**src/rtl/conv4_accum.sv**
```systemverilog
// conv4_accum: accumulates CH_NUM pairs of conv-core partial sums on top of a bias, then requantizes to OUT_W.
// Ports:
//   clk, rstn          rising-edge clock, asynchronous active-low reset
//   en                 level enable: run groups (1) or abort/idle (0)
//   end_conv4          strobe qualifying i_sum1/i_sum2
//   i_sum1, i_sum2     signed IN_W partial sums
//   i_bias             signed ACC_W bias loaded at each group start
//   i_ready            downstream accepts o_act1/o_act2
//   o_acc_rdy          block accepts end_conv4 (ACC state)
//   o_valid            o_act1/o_act2 valid (OUT state)
//   o_act1, o_act2     signed OUT_W requantized activations
//   o_drop             sticky: a strobe arrived while o_acc_rdy was low
module conv4_accum #(
  parameter int IN_W   = 16,
  parameter int ACC_W  = 24,
  parameter int OUT_W  = 8,
  parameter int CH_NUM = 16,
  parameter int SHIFT  = 8,
  parameter int RELU   = 1
) (
  input  logic                    clk,
  input  logic                    rstn,
  input  logic                    en,
  input  logic                    end_conv4,
  input  logic signed [IN_W-1:0]  i_sum1,
  input  logic signed [IN_W-1:0]  i_sum2,
  input  logic signed [ACC_W-1:0] i_bias,
  input  logic                    i_ready,
  output logic                    o_acc_rdy,
  output logic                    o_valid,
  output logic signed [OUT_W-1:0] o_act1,
  output logic signed [OUT_W-1:0] o_act2,
  output logic                    o_drop
);
  localparam int CW = CH_NUM > 1 ? $clog2(CH_NUM) : 1;
  localparam logic signed [ACC_W:0] RND  = (ACC_W+1)'(1) << (SHIFT-1);
  localparam logic signed [ACC_W:0] MAXV = {{(ACC_W-OUT_W+2){1'b0}}, {(OUT_W-1){1'b1}}};
  localparam logic signed [ACC_W:0] MINV = {{(ACC_W-OUT_W+2){1'b1}}, {(OUT_W-1){1'b0}}};

  typedef enum logic [1:0] {IDLE, ACC, OUT} state_t;

  state_t                  state_q, state_d;
  logic signed [ACC_W-1:0] acc1_q, acc1_d, acc2_q, acc2_d, sum1, sum2;
  logic [CW-1:0]           cnt_q, cnt_d;
  logic signed [OUT_W-1:0] act1_q, act1_d, act2_q, act2_d;
  logic                    drop_q, drop_d;
  logic                    acpt, last, load;

  // One extra bit keeps the rounding add from overflowing before the shift.
  function automatic logic signed [OUT_W-1:0] rq(input logic signed [ACC_W-1:0] a);
    logic signed [ACC_W:0] r;
    r = ($signed({a[ACC_W-1], a}) + RND) >>> SHIFT;
    if (RELU != 0 && r[ACC_W]) r = '0;
    return r > MAXV ? MAXV[OUT_W-1:0] : r < MINV ? MINV[OUT_W-1:0] : r[OUT_W-1:0];
  endfunction

  assign sum1 = acc1_q + ACC_W'(i_sum1);
  assign sum2 = acc2_q + ACC_W'(i_sum2);
  assign acpt = state_q == ACC && en && end_conv4;
  assign last = acpt && cnt_q == CW'(CH_NUM-1);
  // Any entry into ACC (from IDLE or from a completed handshake) starts a fresh group.
  assign load = state_d == ACC && state_q != ACC;

  always_ff @(posedge clk or negedge rstn) begin
    if (!rstn) begin
      state_q <= IDLE;
      acc1_q  <= '0;
      acc2_q  <= '0;
      cnt_q   <= '0;
      act1_q  <= '0;
      act2_q  <= '0;
      drop_q  <= 1'b0;
    end else begin
      state_q <= state_d;
      acc1_q  <= acc1_d;
      acc2_q  <= acc2_d;
      cnt_q   <= cnt_d;
      act1_q  <= act1_d;
      act2_q  <= act2_d;
      drop_q  <= drop_d;
    end
  end

  // OUT ignores en until the pending result has been accepted.
  always_comb begin
    state_d = state_q == IDLE ? (en ? ACC : IDLE)
            : state_q == ACC  ? (!en ? IDLE : last ? OUT : ACC)
            : i_ready ? (en ? ACC : IDLE) : OUT;
  end

  always_comb begin
    acc1_d = load ? i_bias : acpt ? sum1 : state_d == IDLE ? '0 : acc1_q;
    acc2_d = load ? i_bias : acpt ? sum2 : state_d == IDLE ? '0 : acc2_q;
    cnt_d  = load ? '0 : acpt ? cnt_q + CW'(1) : state_d == IDLE ? '0 : cnt_q;
    act1_d = last ? rq(sum1) : act1_q;
    act2_d = last ? rq(sum2) : act2_q;
    drop_d = drop_q | (end_conv4 && state_q != ACC);
  end

  assign o_acc_rdy = state_q == ACC;
  assign o_valid   = state_q == OUT;
  assign o_act1    = act1_q;
  assign o_act2    = act2_q;
  assign o_drop    = drop_q;
endmodule

```
**config.mk**
```make
export PLATFORM = sky130hd
export DESIGN_NAME = conv4_accum
export DESIGN_NICKNAME = d
export VERILOG_FILES = /design/src/rtl/conv4_accum.sv
export SDC_FILE = /design/constraint.sdc
export NUM_CORES = 1
export LEC_CHECK = 0
export CORE_MARGIN = 3
export CORE_UTILIZATION = 35
export CTS_BUF_LIST = sky130_fd_sc_hd__clkbuf_4
export CTS_CLUSTER_DIAMETER = 60
export DETAILED_ROUTE_END_ITERATION = 8
export DONT_BUFFER_PORTS = 1
export PLACE_DENSITY = 0.54
export SLEW_MARGIN = 5
export SYNTH_ARGS = -nofsm -noshare
export SYNTH_HDL_FRONTEND = slang
export SYNTH_SLANG_ARGS = --single-unit
```
**constraint.sdc**
```tcl
create_clock -name clk -period 5.85 [get_ports clk]
set_input_delay 0.585 -clock clk [delete_from_list [all_inputs] [get_ports clk]]
set_output_delay 0.585 -clock clk [all_outputs]
set_load 0.02 [all_outputs]
```
==> results by stage, run 1 <==
Layout:
- The fraction of final layout cells with drive strength greater than 1 is ~6.5%.
- The net total in the final layout is 789.
- The finished cells cover between 0.006 and 0.007 sq mm.
- The area added between synthesis and finish is 6.43%.
- The number of fill cells is ~1700.
- The area of combinational cells with multiple inputs is roughly 0.004 sq mm.
- Across the whole layout, storage elements account for about 0.0018 sq mm.
- The finished layout holds a little over 900 standard cells, fillers aside.

Power:
- In this run the power spent charging and discharging nets is 621 uW.
- For this design the ratio of total power to cell area is between 200 and 250 mW/mm^2.
- The combinational share of power is 42.9%.
- The register share of total power is 35.8%.
- The internal portion of the total power is approximately 900 uW.
- The leakage power is around 2.8 nW.
- Per report_power, the clock group accounts for a little over a fifth of the total.
- The worst-case IR drop observed on VDD is ~0.16 mV.
- Of the total power, the share spent switching nets is 40.9%.

Critical path:
- The most prevalent standard cell on the critical path is and3_1.
- The kind of cell adding the most delay to the critical path is compound AO/OA/AOI/OAI gates.
- On the worst path, the slowest cell contributes a delay of about 590 ps.
- The setup slack of the most critical reg-to-reg path is approximately 1500 ps.
- The required time reported for the critical path endpoint is slightly above 6000 ps.
- The critical path runs through a total of 12 cells.
- The launch point of the worst reg-to-reg path is acc2_q[9].
- The number of buffers and inverters on the critical path is 0.
- The data arrival time of the critical path is approximately 4700 ps.
- The critical path is of the flop to flop type.
- STA classifies the critical path endpoint as a flop.
- The worst setup path is launched from a flop.
- Tracing the worst setup path back leads to its startpoint at acc2_q[9].
- The critical path goes through ha_1 -> and3_1 -> a221oi_1 -> o21ai_0 -> a221o_1 -> xor2_1 -> nand3_1 -> nor4b_1 -> and3_1 -> nand4_1 -> a2111oi_4 -> a211oi_1.
- The endpoint of the most critical register-to-register path is o_act2[0].
- The largest individual stage delay along the critical path comes from the cell a2111oi_4.
- The worst reg-to-reg path cell count is 12.
- The largest driver fanout on the critical path is 11.

Die:
- The I/O pin count is 80.
- The die is about 140 microns wide.
- The initialized floorplan defines between 40 and 50 standard-cell rows.
- The die covers 0.0186 sq mm.
- The initial utilization of the core area, before any placement, comes to 35.8%.
- The total area inside the core boundary comes to approximately 0.017 sq mm.
- The die is roughly 140 microns tall.

Detailed routing:
- After detailed routing, the number of remaining DRC violations is 0.
- The number of optimization iterations in the first detailed-route pass is 5.
- The count of antenna-violating nets left after detailed routing is 0.
- Dividing the detail-routed via count by the number of cells gives 5.99.
- The via count is approximately 5400.
- The wire length per cell after detailed routing is 19.8 microns.
- The routed design uses approximately 1100 microns of met3 wire.
- The detailed router finished its first iteration with 465 violations.
- After detailed routing, the wire length on met1 is 8330 microns.
- Signal routing reaches up to met4.
- The routed design uses 8180 microns of met2 wire.
- Wires add up to 17900 microns.

Yosys:
- The average instance in the mapped netlist occupies roughly 8.7 sq um.
- The number of nets handed over by synthesis was around 800.
- In this run, distinct cell masters in the synthesized netlist total 73.
- The cell area after synthesis is 0.00596 sq mm.
- The cell type with the highest aggregate area in the netlist is dfrtp_1.
- Sequential elements use 29.8% of the synthesized area.
- The share of async-settable or async-resettable flops after synthesis is between 90% and 100%.
- After synthesis, the cell types taking the most area are dfrtp_1 30%, ha_1 10%, a21oi_1 4.7%.
- The fraction of synthesized cell area taken by the top area cell type is between 20% and 30%.
- The count of flip-flops with a built-in enable after synthesis is 0.
- The number of storage elements in the synthesis netlist is 71.
- The count of yosys warnings during synthesis is 0.
- The most used flip-flop cell after synthesis is dfrtp_1.
- Counting every instance in the synthesized netlist gives ~700.

Global route:
- For this run, the total global-route usage over all layers was measured as 19.5%.
- Entering global routing, the biggest net connects a little over 70 pins.
- The leftover overflow at the end of global routing is 0.
- The number of antenna violations at the first check in global routing came to 1.
- The number of global-route vias before repair is about 5200.
- The first global-routing pass estimated 28400 microns of wire.

Timing:
- The final count of hold timing violations was 0.
- The total count of max-transition violations in the final report is 0.
- The minimum clock period after layout is about 4400 ps.
- The clock skew is about 16 ps.
- Setup repair after global routing left no endpoint under its margin.
- At the pin with the least slew margin, the transition time is approximately 900 ps.
- Setup violations remaining at the end of the flow were counted as 0.
- Headroom to the max-slew limit came out at around two fifths.
- Timing would allow up to about 230 MHz.
- The total negative setup slack is 0 ps.
- The final cycle utilization of the critical path is 75.2%.
- Final hold analysis gives a worst-case slack of approximately 240 ps.

Clock network:
- The TritonCTS clock tree is built.
- The number of buffers added by the clock tree synthesis step is 9.
- At the later pin of the worst-skew pair, clock insertion delay measures between 400 and 500 ps.
- The clock tree synthesis step divided the H-tree into 3 levels.
- The clock net sink count is 71.
- The tree is rooted in a clkbuf_4.
- After clock tree synthesis, the clock-pin slew on the worst setup and hold paths is about 120 ps.
- The largest buffer count on any clock path is 2.
- The number of setup buffers added after CTS is 0.
- The number of resized instances in the post-cts repair step is 0.

Placement:
- Once detailed placement completed, the half-perimeter wirelength came to 13300 microns.
- The number of cells in the design after placement is approximately 900.
- The routability congestion estimate from global placement is roughly 0.90.
- The count of buffers added on input and output ports is 0.
- The placed cell area is between 0.006 and 0.007 sq mm.

Min path:
- The hold path startpoint is end_conv4.
- The endpoint with the worst hold slack is o_drop.
- The depth of the worst hold-timing path is 1.
- The path class of the lowest-slack min-delay path is primary input to flop.

Status:
- The run finished with clean final reports.

Flow run:
- The tool flagged a number of max-cap violations equal to 0.
## sequential cells by signal, summed over array words and instances, names as in the netlist
register	count
acc1_q	24
acc2_q	24
cnt_q	4
o_act1	8
o_act2	8
o_drop	1
state_q	2
## placed cells by master, fill, tap and decap left out, types with 4 or more instances in the layout
master and instances:
o21a_1 5, nor3_1 11, a21o_1 12, o21ai_1 4, nand4_1 14, nand4b_1 4
dfrtp_1 71, xnor2_1 28, buf_4 5, a31oi_1 5, a222oi_1 15, xor2_1 20
a211oi_1 12, nand2_1 69, o211ai_1 14, a22oi_1 30, a21oi_1 56, inv_1 31
a221o_1 8, and2_1 7, o31ai_1 4, nor2_1 35, ha_1 49, and3_1 11
o21ai_0 50, nand3_1 14, clkbuf_4 10, nand2b_1 8, or2_2 4
## what timing repair did
| action | 4_1_cts | 5_1_grt |
|---|---|---|
| hold buffers | 2 | 0 |
| hold endpoints to repair | 71 | 0 |
| setup endpoints to repair | 0 | 0 |
## kinds of logic (layout without fill, tap and decap cells)
family | count (synthesis) | in the layout | synth area share [%]
compound gates | 245 | 245 | 29.0
simple gates | 209 | 209 | 18.7
flops | 71 | 71 | 29.8
buf+inv | 59 | 54 | 3.84
fa+ha+maj | 51 | 51 | 11.0
xor+xnor | 48 | 48 | 7.06
mux | 4 | 4 | 0.693
other cells | 0 | 3 | 0
## how the worst max path moves through the flow
stage | to | slack (ps)
3_5_place_dp | o_act1[6] | 1290
3_3_place_gp | o_act1[4] | 1450
5_1_grt | o_act1[2] | 1170
6_report | o_act2[0] | 1450
2_1_floorplan | o_act1[1] | 1880
4_1_cts | o_act1[5] | 1480
## stage by stage
stage | util (%) | setup slack, ps | power, mW
after global routing | 38.1 | 1170 | 1.63
after floorplan | - | 1880 | 1.05
final | 38.1 | 1450 | 1.52
after global placement | 37.1 | 1450 | 1.18
after detailed placement | 37.1 | 1290 | 1.18
after CTS | 38.1 | 1480 | 1.53
## worst register-to-register path: cells and delay by family (launching register included)
kind                     cells  cell delay (ps)
XOR/XNOR                     1              270
flip-flops                   1              430
adder cells (fa/ha/maj)      1              420
AO/OA/AOI/OAI                5             1670
AND/OR/NAND/NOR              5             1450
## power groups by stage
| stage | Clock, mW | Combinational (mW) | Sequential [mW] |
|---|---|---|---|
| 3_3_place_gp | 0 | 0.624 | 0.553 |
| 2_1_floorplan | 0 | 0.500 | 0.547 |
| 5_1_grt | 0.360 | 0.724 | 0.549 |
| 4_1_cts | 0.339 | 0.646 | 0.544 |
| 6_report | 0.324 | 0.651 | 0.544 |
| 3_5_place_dp | 0 | 0.629 | 0.553 |
## layer usage
| layer | global-route usage [%] | vias to the layer above |
|---|---|---|
| met5 | 0 | - |
| met4 | 5.54 | 0 |
| met3 | 5.03 | 20 |
| met2 | 31.1 | 175 |
| met1 | 26.2 | 2619 |
| li1 | - | 2605 |
## final cells by class
class	count	area share [%]
clock inverter	6	0.809
sequential	71	28.0
antenna	3	0.118
tap	220	4.34
inverter	31	1.84
multi-input combinational	557	62.5
timing repair buffer	7	1.18
clock buffer	10	1.18
## cells in the mapped netlist, types with 15 or more instances
master    count
a21oi_1      56
a222oi_1     15
a22oi_1      30
clkbuf_1     22
dfrtp_1      71
ha_1         49
inv_1        31
nand2_1      69
nor2_1       35
o21ai_0      50
xnor2_1      28
xor2_1       20
(Power assumes the default switching activity.)
==> inputs of run 2 (changes only) <==
==> constraint.sdc (replaced) <==
create_clock -name clk -period 4.3 [get_ports clk]
set_input_delay 0.43 -clock clk [delete_from_list [all_inputs] [get_ports clk]]
set_output_delay 0.43 -clock clk [all_outputs]
set_load 0.02 [all_outputs]
==> run 2 against run 1 <==
Net effect:
- global-route usage is 0.68 points higher
- first-iteration DRC count is 3.4% lower
- setup slack worse by 1100 ps
- critical path depth is 1 higher
- largest cell class unchanged
==> results by stage, run 2 (synthesized netlist as in run 1, its figures left out) <==
Critical path:
- The required time reported for the critical path endpoint is about 4700 ps.
- The largest driver fanout on the critical path is 7.
- For this run, the slowest stage of the critical path takes roughly 550 ps.
- STA classifies the critical path startpoint as a flop.
- The critical path goes through ha_1 -> a21oi_1 -> nand2_1 -> or2_2 -> a221o_1 -> xor2_1 -> nand3_2 -> or4b_1 -> nor3_1 -> o21ai_1 -> a2111oi_4 -> buf_4 -> a211oi_1.
- Among all stages on the critical path, the largest delay is contributed by or4b_1.
- The worst setup path is captured at a flop.
- The critical path is of the flop to flop type.
- For the worst setup path, the data arrival time is roughly 4400 ps.

Layout:
- The number of cells in the finished layout apart from fillers is a little over 900.
- Leaving out fill and tap cells, the most frequent cell in the layout is dfrtp_1.
- Registers take 0.00178 sq mm.
- In the layout the commonest cells are 71 x dfrtp_1, 69 x nand2_1, 55 x a21oi_1.
- The net total in the final layout is approximately 810.
- The fraction of final layout cells with drive strength greater than 1 is about a tenth.
- The multi-input combinational cells in the finished layout cover a total of 0.00400 sq mm.
- The largest registers in the layout are acc1_q: 24 flops, acc2_q: 24 flops.
- From synthesis to final layout, the design area changed by 9.66%.
- The number of fill cells is roughly 1700.

Placement:
- The number of port buffers is 0.
- The number of cells in the design after placement is ~900.
- Routability-driven placement finished with a final weighted congestion of roughly 0.92.
- Detailed placement ended at an HPWL of approximately 14000 microns.
- OpenSTA, run right after detailed placement, puts the worst setup slack at between 60 and 70 ps.

Timing:
- At the pin with the least slew margin, the transition time is ~970 ps.
- Based on the critical path, the design can be clocked at up to 250 MHz.
- The final count of hold timing violations is 0.
- Setup violations remaining at the end of the flow were counted as 0.
- The total count of max-transition violations in the final report came to 0.
- The clock skew is between 20 and 25 ps.
- The routed design could run at a clock period as short as roughly 4000 ps.
- The final cycle utilization of the critical path is between 90% and 100%.
- The final setup slack of the worst path is slightly above 300 ps.
- The worst relative slew slack is ~36%.
- The worst hold slack is 77.2 ps.

Global route:
- The number of global-route vias before repair was 5427.
- Global routing used about a fifth of the available tracks across all layers.
- The first global-routing pass estimated 29400 microns of wire.
- The largest net degree at the start of global routing is approximately 70.
- The leftover overflow at the end of global routing is 0.
- The number of antenna violations at the first check in global routing came to 1.

Clock network:
- The TritonCTS clock tree is built.
- The root buffer selected by CTS is clkbuf_4.
- The clock net sink count is 71.
- The clock latency at the later pin of the worst-skew pair is roughly 480 ps.
- The H-tree generated during clock tree synthesis spans 3 levels.
- TritonCTS created 9 clock buffers.
- The clock passes through at most 2 buffers.
- After clock tree synthesis, the clock-pin slew on the worst setup and hold paths is ~140 ps.

Power:
- For this design the total switching power over the nets is roughly 890 uW.
- The share of total power dissipated in combinational logic is a little over two fifths.
- The worst IR drop on VDD is between 0.15 and 0.2 mV.
- In this run the power density over the cells is 338 mW/mm^2.
- The register share of total power is between 30% and 40%.
- The internal power consumption is between 1 and 1.5 mW.
- In this run switching power makes up between 40 and 50% of total power.
- In this run the static leakage power is around 2.9 nW.
- The clock share of power is between 20% and 30%.

Die:
- In this run the standard cell core region covers approximately 0.017 sq mm.
- Measured along the x axis, the die boundary spans between 100 and 150 microns.
- The number of core rows is between 40 and 50.
- The overall die height is 136 microns.
- The initial standard-cell utilization of the core is 35.8%.
- Pin placement for this block handled 80 I/O pins.
- The die covers roughly 0.019 sq mm.

Detailed routing:
- The final wirelength is around 18000 microns.
- The ratio of routed vias to standard cells is 5.94.
- The wire length per cell after detailed routing is approximately 20 microns.
- The count of antenna-violating nets left after detailed routing is 0.
- The total DRC errors in the routed layout is 0.
- The detailed router finished its first iteration with roughly 450 violations.
- The via count is about 5500.
- The first detailed-routing pass ran for 7 iterations.

Status:
- The flow ran to the end, and the final reports show no timing, DRC or antenna violations.

Min path:
- The path class of the tightest hold or removal check is primary input to flop.

Flow run:
- The tool flagged a number of max-cap violations equal to 0.
run 2: cell type report:
type	instances	share of cell area, %
Timing Repair Buffer	23	2.99
Clock buffer	9	1.03
Antenna cell	3	0.115
Clock inverter	7	1.44
Multi-Input combinational cell	557	61.2
Inverter	31	1.78
Tap cell	220	4.21
Sequential cell	71	27.2
run 2: worst max-delay path: cells and delay by family, from the launching register on:
kind / cells / cell delay, ps
AND/OR/NAND/NOR: 5 / 1440
AO/OA/AOI/OAI: 5 / 1170
flip-flops: 1 / 410
adder cells (fa/ha/maj): 1 / 330
XOR/XNOR: 1 / 320
buffers and inverters: 1 / 200
run 2: final timing paths:
| path | from | endpoint | slack, ps | cells after the start |
|---|---|---|---|---|
| min in group asynchronous | rstn | acc1_q[0] | 500 | 2 |
| max reg2reg | acc2_q[4] | o_act2[1] | 300 | 13 |
| max | acc2_q[4] | o_act2[1] | 300 | 13 |
| max in group asynchronous | rstn | o_act2[5] | 3490 | 2 |
| min reg2reg | acc1_q[0] | acc1_q[0] | 530 | 2 |
| min | end_conv4 | o_drop | 80 | 1 |
run 2: routing by layer:
layer / up-vias / routed length, microns / part of all wire, % / global-route usage, %
li1: 2634 / - / - / -
met1: 2671 / 8300 / 46 / 26.8
met2: 149 / 8470 / 46 / 32.8
met3: 18 / 1250 / 6.9 / 5.22
met4: 0 / 225 / 1.2 / 5.10
met5: - / 0 / 0 / 0
run 2: what timing repair did:
| action | in CTS | in global routing |
|---|---|---|
| buffers inserted | 0 | 1 |
| hold buffers | 2 | 0 |
| resized for setup | 0 | 6 |
| endpoints found under the hold margin | 71 | 0 |
| endpoints found under the setup margin | 0 | 14 |
run 2: power groups by stage:
| stage | registers (mW) | clock network [mW] | logic [mW] |
|---|---|---|---|
| after floorplan | 0.744 | 0 | 0.680 |
| after global placement | 0.752 | 0 | 0.895 |
| after detailed placement | 0.753 | 0 | 0.900 |
| after CTS | 0.740 | 0.546 | 0.925 |
| after global routing | 0.747 | 0.561 | 1.05 |
| final | 0.741 | 0.527 | 0.942 |
run 2: through the flow:
step | utilization, % | cell area [sq um] | setup TNS, ps | power [mW]
2_1_floorplan | - | 5960 | 0 | 1.42
3_3_place_gp | 37.7 | 6280 | 0 | 1.65
3_5_place_dp | 37.7 | 6280 | 0 | 1.65
4_1_cts | 38.9 | 6480 | 0 | 2.21
5_1_grt | 39.3 | 6530 | -6.37 | 2.36
6_report | 39.3 | 6530 | 0 | 2.21
